<file path="config.mk">
export PLATFORM = sky130hd
export DESIGN_NAME = field_serializer
export DESIGN_NICKNAME = d
export VERILOG_FILES = /design/src/rtl/field_serializer_pkg.sv /design/src/rtl/field_serializer_varint_emitter.sv /design/src/rtl/field_serializer.sv
export SDC_FILE = /design/constraint.sdc
export NUM_CORES = 1
export LEC_CHECK = 0
export CORE_MARGIN = 2
export CORE_UTILIZATION = 34
export DETAILED_ROUTE_END_ITERATION = 6
export MAX_ROUTING_LAYER = met4
export PLACE_DENSITY_LB_ADDON = 0.12
export SYNTH_ARGS = -nofsm -noshare
export SYNTH_HDL_FRONTEND = slang
export SYNTH_SLANG_ARGS = --single-unit
</file>
<file path="constraint.sdc">
create_clock -name clk -period 2.9 [get_ports clk]
set_input_delay 0.435 -clock clk [delete_from_list [all_inputs] [get_ports clk]]
set_output_delay 0.435 -clock clk [all_outputs]
set_load 0.02 [all_outputs]
</file>
<file path="src/rtl/field_serializer_pkg.sv">
// Shared types for the field serializer: field-table entry layout,
// field type encoding and protobuf wire-type constants.
package field_serializer_pkg;

  typedef enum logic [2:0] {
    FT_UINT64  = 3'd0,
    FT_INT32   = 3'd1,
    FT_FIXED32 = 3'd2,
    FT_FIXED64 = 3'd3,
    FT_NESTED  = 3'd4
  } FIELD_TYPE;

  // One field-table entry. field_id is 29 bits so the tag fits in 32 bits.
  // `nested` indexes the child table and is consumed by the object buffer.
  typedef struct packed {
    logic [28:0] field_id;
    FIELD_TYPE   field_type;
    logic [15:0] nested;
    logic [31:0] offset;
    logic [31:0] size;
  } TABLE_ENTRY;

  localparam logic [2:0] WIRE_VARINT  = 3'd0;
  localparam logic [2:0] WIRE_FIXED64 = 3'd1;
  localparam logic [2:0] WIRE_LEN     = 3'd2;
  localparam logic [2:0] WIRE_FIXED32 = 3'd5;

  function automatic logic [2:0] wire_type(input FIELD_TYPE t);
    case (t)
      FT_FIXED64: wire_type = WIRE_FIXED64;
      FT_FIXED32: wire_type = WIRE_FIXED32;
      FT_NESTED:  wire_type = WIRE_LEN;
      default:    wire_type = WIRE_VARINT;
    endcase
  endfunction

  // Tag value (field_id << 3) | wire, zero-extended to the varint width.
  function automatic logic [63:0] tag_value(input logic [28:0] fid, input FIELD_TYPE t);
    tag_value = {32'd0, fid, wire_type(t)};
  endfunction

endpackage

</file>
<file path="src/rtl/field_serializer_varint_emitter.sv">
// Emits a 64-bit value as a protobuf varint, one byte per handshake.
// A load on the same edge as the final byte's handshake starts the next
// value without a bubble.
module varint_emitter (
  input  logic        clk,
  input  logic        reset_n,
  input  logic        load,
  input  logic [63:0] load_value,
  input  logic        out_ready,
  output logic [7:0]  out_byte,
  output logic        out_valid,
  output logic        last
);

  logic [63:0] rem_q, rem_d;
  logic        active_q, active_d;
  logic        more;

  assign more      = |rem_q[63:7];
  assign out_valid = active_q;
  assign last      = active_q && !more;
  assign out_byte  = active_q ? {more, rem_q[6:0]} : 8'h00;

  // Shift out 7 bits per accepted byte; a load overrides the shift.
  always_comb begin
    rem_d    = rem_q;
    active_d = active_q;
    if (active_q && out_ready) begin
      rem_d = rem_q >> 7;
      if (!more) active_d = 1'b0;
    end
    if (load) begin
      rem_d    = load_value;
      active_d = 1'b1;
    end
  end

  // Remaining-value and activity registers.
  always_ff @(posedge clk or negedge reset_n) begin
    if (!reset_n) begin
      rem_q    <= '0;
      active_q <= 1'b0;
    end else begin
      rem_q    <= rem_d;
      active_q <= active_d;
    end
  end

endmodule

</file>
<file path="src/rtl/field_serializer.sv">
// Serializes one field-table entry into its protobuf wire encoding:
// fetch the field value from object memory, then emit tag and payload.
module field_serializer
  import field_serializer_pkg::*;
#(
  parameter int ADDR_W = 64
) (
  input  logic              clk,
  input  logic              reset_n,
  input  TABLE_ENTRY        in_entry,
  input  logic              in_entry_valid,
  input  logic [ADDR_W-1:0] cpp_base_addr,
  output logic              ser_ready,
  output logic              ser_done,
  output logic              mem_req_valid,
  output logic [ADDR_W-1:0] mem_req_addr,
  input  logic              mem_req_ready,
  input  logic              mem_resp_valid,
  input  logic [63:0]       mem_resp_data,
  output logic [7:0]        out_byte,
  output logic              out_byte_valid,
  input  logic              out_byte_ready
);

  localparam logic [2:0] S_IDLE = 3'd0;
  localparam logic [2:0] S_REQ  = 3'd1;
  localparam logic [2:0] S_WAIT = 3'd2;
  localparam logic [2:0] S_TAG  = 3'd3;
  localparam logic [2:0] S_VAL  = 3'd4;
  localparam logic [2:0] S_DONE = 3'd5;

  logic [2:0]        state_q, state_d;
  logic [28:0]       field_id_q, field_id_d;
  FIELD_TYPE         type_q, type_d;
  logic [31:0]       size_q, size_d;
  logic [ADDR_W-1:0] addr_q, addr_d;
  logic [63:0]       payload_q, payload_d;
  logic [2:0]        cnt_q, cnt_d;

  logic        em_load;
  logic [63:0] em_value;
  logic [7:0]  em_byte;
  logic        em_valid, em_last, em_hs;
  logic        is_fixed, fixed_valid;
  logic [2:0]  fixed_last_idx;
  logic        unused_nested;

  // The child-table index is only meaningful to the object buffer.
  assign unused_nested = ^in_entry.nested;

  assign is_fixed       = (type_q == FT_FIXED32) || (type_q == FT_FIXED64);
  assign fixed_last_idx = (type_q == FT_FIXED32) ? 3'd3 : 3'd7;
  assign fixed_valid    = (state_q == S_VAL) && is_fixed;
  assign em_hs          = em_valid && out_byte_ready;

  assign ser_ready      = (state_q == S_IDLE);
  assign ser_done       = (state_q == S_DONE);
  assign mem_req_valid  = (state_q == S_REQ);
  assign mem_req_addr   = addr_q;
  assign out_byte_valid = em_valid || fixed_valid;
  assign out_byte       = fixed_valid ? payload_q[7:0] : em_byte;

  varint_emitter u_varint (
    .clk        (clk),
    .reset_n    (reset_n),
    .load       (em_load),
    .load_value (em_value),
    .out_ready  (out_byte_ready),
    .out_byte   (em_byte),
    .out_valid  (em_valid),
    .last       (em_last)
  );

  // Entry sequencing: accept, fetch, tag, payload, completion pulse.
  always_comb begin
    state_d    = state_q;
    field_id_d = field_id_q;
    type_d     = type_q;
    size_d     = size_q;
    addr_d     = addr_q;
    payload_d  = payload_q;
    cnt_d      = cnt_q;
    em_load    = 1'b0;
    em_value   = '0;
    case (state_q)
      S_IDLE: begin
        if (in_entry_valid) begin
          field_id_d = in_entry.field_id;
          type_d     = in_entry.field_type;
          size_d     = in_entry.size;
          addr_d     = cpp_base_addr + ADDR_W'(in_entry.offset);
          if (in_entry.field_id == '0) begin
            state_d = S_DONE;
          end else if (in_entry.field_type == FT_NESTED) begin
            em_load  = 1'b1;
            em_value = tag_value(in_entry.field_id, in_entry.field_type);
            state_d  = S_TAG;
          end else begin
            state_d = S_REQ;
          end
        end
      end
      S_REQ: begin
        if (mem_req_ready) state_d = S_WAIT;
      end
      S_WAIT: begin
        if (mem_resp_valid) begin
          case (type_q)
            FT_INT32:   payload_d = {{32{mem_resp_data[31]}}, mem_resp_data[31:0]};
            FT_FIXED32: payload_d = {32'd0, mem_resp_data[31:0]};
            default:    payload_d = mem_resp_data;
          endcase
          em_load  = 1'b1;
          em_value = tag_value(field_id_q, type_q);
          state_d  = S_TAG;
        end
      end
      S_TAG: begin
        // Payload starts on the edge that retires the last tag byte.
        if (em_hs && em_last) begin
          state_d = S_VAL;
          cnt_d   = '0;
          if (!is_fixed) begin
            em_load  = 1'b1;
            em_value = (type_q == FT_NESTED) ? 64'(size_q) : payload_q;
          end
        end
      end
      S_VAL: begin
        if (is_fixed) begin
          if (out_byte_ready) begin
            payload_d = payload_q >> 8;
            cnt_d     = cnt_q + 3'd1;
            if (cnt_q == fixed_last_idx) state_d = S_DONE;
          end
        end else if (em_hs && em_last) begin
          state_d = S_DONE;
        end
      end
      S_DONE:  state_d = S_IDLE;
      default: state_d = S_IDLE;
    endcase
  end

  // State and datapath registers.
  always_ff @(posedge clk or negedge reset_n) begin
    if (!reset_n) begin
      state_q    <= S_IDLE;
      field_id_q <= '0;
      type_q     <= FT_UINT64;
      size_q     <= '0;
      addr_q     <= '0;
      payload_q  <= '0;
      cnt_q      <= '0;
    end else begin
      state_q    <= state_d;
      field_id_q <= field_id_d;
      type_q     <= type_d;
      size_q     <= size_d;
      addr_q     <= addr_d;
      payload_q  <= payload_d;
      cnt_q      <= cnt_d;
    end
  end

endmodule
</file>
* Yosys cells after proc, flatten, opt, wreduce, memory -nomap -nowiden *
Cells that the tools add are included.

storage, ports and cells
  flip-flop bits (word level) = 263
  input bits = 246
  output and inout port bits = 76
  word-level logic and storage cells = 94

cells by class
  add/sub/neg operators = 2
  equality and inequality tests = 21
  mux-type cells = 44
  reductions and logical operators = 18

operators by type and width
  kind                 number
  $mux 64              8
  $pmux 64 s2          2
  $pmux 64 s3          1
  $mux 32              4
  $add 64x32->64       1
  $reduce_or 57->1     1
  $mux 3               13
  $logic_not 29->1     1
  $mux 8               2
  $pmux 3 s5           1
  $eq 3x2->1 const B   4
  $eq 3x3->1 const B   4
  $ne 2x2->1 const B   6
  $mux 1               9
  $pmux 3 s3           1
  $reduce_and 4->1     2
  $reduce_and 7->1     1
  $eq 3x1->1 const B   2
  $ne 3x2->1 const B   2
  $pmux 3 s2           1
  $reduce_bool 2->1    3
  $logic_and 1x1->1    4
  $reduce_and 2->1     2
  $add 3x1->3 const B  1
  8 further kinds      9

* Depth between registers and ports, before layout *
  word-level depth = 8
  mapped depth = 13
  mapped depth without buffers = 12

* Cells and area by module *
Synthesis repeated with hierarchy kept, for this count alone.

unflattened totals
  cells, all modules = 1774
  area total of the unflattened synthesis = 14806.7 sq um

modules (own cells, without submodules)
  module            times used  cells each  area each (sq um)  sequential area each (sq um)
  field_serializer  1           1459        11692.5            4954.8
  varint_emitter    1           315         3114.2             1626.6

* Least setup slack after synthesis *
OpenSTA, ideal clock, no wires.

  kind = input to register
  from = input in_entry[32] (netlist name)
  to = register addr_q[52], in the netlist mem_req_addr[52]
  library setup time = 0.082 ns
  arrival = 3.009 ns
  path slack = -0.191 ns
  stages = 12
  cells stage by stage = ha_1 inv_1 fa_1 nand2b_1 a211oi_2 o21bai_2 a21oi_2 o21ai_2 a2111oi_4 o22ai_2 or4_1 a31oi_1

between the ends
  word-level cells in the longest chain between the ends = 1

ends and longest elaborated chain
  item                  line                     RTL
  start, declared       field_serializer.sv:10   input TABLE_ENTRY in_entry,
  $add 64x32->64        field_serializer.sv:91   addr_d = cpp_base_addr + ADDR_W'(in_entry.offset);
  end signal, assigned  field_serializer.sv:160  addr_q <= addr_d;
  end, declared         field_serializer.sv:36   logic [ADDR_W-1:0] addr_q, addr_d;

Every way passes these cells.
A chain may end at the register's enable or synchronous reset.

* Worst setup path in the final report *
  from = register u_varint.rem_q[31]
  to = output out_byte[7]

between the ends
  word-level cells in the longest chain between the ends = 3

ends and longest elaborated chain
  item                    line                                   RTL
  start, declared         field_serializer_varint_emitter.sv:15  logic [63:0] rem_q, rem_d;
  start signal, assigned  field_serializer_varint_emitter.sv:44  rem_q <= rem_d;
  $reduce_or 57->1        field_serializer_varint_emitter.sv:19  assign more = |rem_q[63:7];
  $mux 8                  field_serializer_varint_emitter.sv:22  assign out_byte = active_q ? {more, rem_q[6:0]} : 8'h00;
  $mux 8                  field_serializer.sv:61                 assign out_byte = fixed_valid ? payload_q[7:0] : em_byte;
  end, declared           field_serializer.sv:20                 output logic [7:0] out_byte,

Every way passes these cells.

==> summary.txt <==
Finish
  • Cell area after layout: 0.02059 mm²
  • # nets final: 2336
  • Area Growth Syn to Fin: 42.08%
  • Layout cell share with drive strength beyond 1: 15.53%

Global route
  • Vias in the first global route: 14030
  • Aggregate global-route resource usage: 23.69%
  • Global route hottest layer: met2
  • Met3 Use GR: 4.619%
  • Global-route wire length before repair: 79.62 mm
  • Total congestion overflow: 0
  • Largest net degree at the start of global routing: 75
  • GR Layer Usage met1: 30.43%
  • Met2 Use GR: 38.31%
  • Initial antenna violation count: 9

CTS
  • H-tree levels: 1
  • CTS Sinks: 263
  • Clock latency on the worst-skew pair: 600 ps
  • CTS tree: yes
  • Root Driver: clkbuf_16
  • Num CTS Buffers: 31
  • Clock transition at the registers of the reported paths: 60 ps
  • Max Buffers Root-to-Sink: 3

Synth
  • Syn Nets: 1931
  • Yosys top cell by area: dfrtp_1
  • Synth top cells by count: nand2_1 (414), dfrtp_1 (263), o21ai_0 (175)
  • Synth unique cells: 74
  • Post-synthesis sequential area ratio: 45.40%
  • Ys Warns: 0
  • Synth Area in Adders: 2.987%
  • Mapped Cells: 1651
  • Post-synth EDFFs: 0
  • Ranking of synthesized cells by area: dfrtp_1 (45%), nand2_1 (11%), o21ai_0 (6.0%)
  • Synth Area in Simple Gates: 18.83%
  • FF+latch count, synth: 263
  • Syn Area/Cell: 8.780 µm²
  • Area share of the largest cell type after synthesis: 45.40%
  • Post-synthesis mux area share: 6.448%
  • Largest family of logic cells by synthesized area: compound AO/OA/AOI/OAI gates
  • Synthesized area: 0.01450 mm²
  • Synth Area in XOR/XNOR: 3.505%
  • Top-count cell post-synth: nand2_1
  • Synth async-reset ratio: 100.0%
  • Compound-cell area share of the yosys netlist: 19.15%
  • Ys flop type: dfrtp_1

Setup path
  • FF-to-FF Start: u_varint.rem_q[31]
  • Crit Path Class: reg -> out
  • Reg2reg setup slack: 210 ps
  • FF-to-FF End: u_varint.rem_q[45]
  • CP arrival: 2320 ps
  • R2R cell count: 11
  • Crit-path max FO: 3
  • Worst path required time: 2470 ps
  • Startpoint Class: flop
  • Crit. End Element: output pin

Place
  • DP Area: 0.01927 mm²
  • Detailed placement HPWL: 38.47 mm
  • Routability cong.: 0.8961
  • Buffers on Ports: 305
  • Post-Place Worst Slack: -848.8 ps

Power
  • Total leakage power: 9.263 nW
  • PD cells: 869.7 mW/mm²
  • Peak VDD IR: 557.1 µV

Timing
  • Fmax: 0.3632 GHz
  • # setup viols final: 0
  • Fin Clk Skew: 10.78 ps
  • RSZ-0062 raised after global routing: no
  • Max Slew Vio Count: 0
  • Final setup margin: 146.7 ps
  • Minimum clock period: 2753 ps
  • Fin. Hold Viols: 0
  • Hold WS: 361.5 ps
  • Final period util: 94.94%
  • Slew @ Worst Pin: 1018 ps
  • Slew HR: 32.11%

Detailed routing
  • Total wire length: 50.99 mm
  • Avg WL per Cell: 19.40 µm
  • Initial DRT Pass Iterations: 5
  • DRC Markers: 0
  • Vias per Instance: 5.212
  • Post-route ant nets: 0
  • Vias: 13700
  • 1st-iter DRT viols: 846

Die
  • Die height: 210.5 µm
  • Die Wd: 210.5 µm
  • Die footprint: 0.04430 mm²
  • # rows: 75
  • Core Box Area: 0.04204 mm²
  • Initial Utilization: 34.48%
  • IO Count: 322

Hold path
  • WHS Endpoint: size_q[26]
  • Hold_sp: in_entry[26]
  • Hold crit path type: in -> reg
  • Hold Path Stages: 3

Run
  • Reported max-cap violation count: 0

Status
  • Outcome: complete, no violations
-- where the power goes --
group	internal, W	switching, W	total, W	leakage (nW)
Sequential	0.00527	0.00140	0.00667	3.30
Clock	0.00261	0.00165	0.00427	0.562
Combinational	0.00323	0.00374	0.00697	5.40
-- cell type report --
type / instances / area (µm²)
clock buffers: 46 / 952.2
diodes: 9 / 22.52
multi-input cells: 1256 / 7586
repair buffers: 486 / 4541
fillers: 4009 / 21450
flip-flops and latches: 263 / 6581
clock inverters: 11 / 170.2
inverters: 18 / 67.56
well taps: 539 / 674.4
-- timing repair --
action	CTS	global route
hold buffers	1	0
setup buffers	7	0
gates cloned	0	0
hold endpoints to repair	69	0
resized for setup	26	18
pin swaps	11	14
setup endpoints to repair	23	34
-- layer usage --
layer / vias to the layer above / wire length [µm]
li1: 6652 / -
met1: 6589 / 22620
met2: 376 / 24090
met3: 80 / 2823
met4: 0 / 1459
met5: - / 0
-- worst max-delay path: stages (launching register included) --
cell	delay, ps
dfrtp_1	440
nor4_2	320
nand3_1	160
nor4_4	330
buf_4	170
o21ai_1	110
buf_2	180
-- worst max path at each step --
| stage | startpoint | end | depth (start not counted) |
|---|---|---|---|
| floorplan | in_entry[32] | mem_req_addr[52] | 12 |
| global placement | in_entry[32] | mem_req_addr[60] | 15 |
| detailed placement | in_entry[32] | mem_req_addr[44] | 14 |
| CTS | u_varint.rem_q[57] | out_byte[7] | 7 |
| global route | in_entry[34] | mem_req_addr[61] | 12 |
| finish | u_varint.rem_q[31] | out_byte[7] | 6 |
-- through the flow --
step                      cells  TNS [ps]  util (%)  power (W)
after CTS                  2619    -151.0     48.75    0.01803
after global routing       2628         0     48.99    0.01912
after global placement     2554    -18880     45.84    0.01355
after detailed placement   2554    -23060     45.84    0.01365
final                      2628         0     48.99    0.01791
after floorplan            1651         0         -    0.01022
-- cells by family after synthesis --
family / count (synthesis)
AO/OA/AOI/OAI: 454
XOR/XNOR: 58
adder cells (fa/ha/maj): 34
buffers and inverters: 132
flip-flops: 263
multiplexers: 89
AND/OR/NAND/NOR: 621
-- registers in the layout, summed over array words and instances, names as in the netlist --
name / flops
cnt_q: 3
state_q: 3
u_varint.out_valid: 1
type_q: 3
field_id_q: 29
payload_q: 64
size_q: 32
u_varint.rem_q: 64
mem_req_addr: 64
-- layout by cell type, fill, tap and decap left out, types with 20 or more instances in the layout --
cell type        instances
mux2i_1                 54
nor2_1                  52
ha_1                    32
nor3_1                  20
a222oi_1                29
nand4_1                 22
clkbuf_16               31
mux2_2                  35
a211oi_1                26
buf_4                  168
clkdlybuf4s50_1        291
and2_1                  27
dfrtp_1                263
xnor2_1                 39
nand2_1                412
a21oi_1                124
o21ai_0                174
No activity file was read; power rests on OpenSTA's default activity.
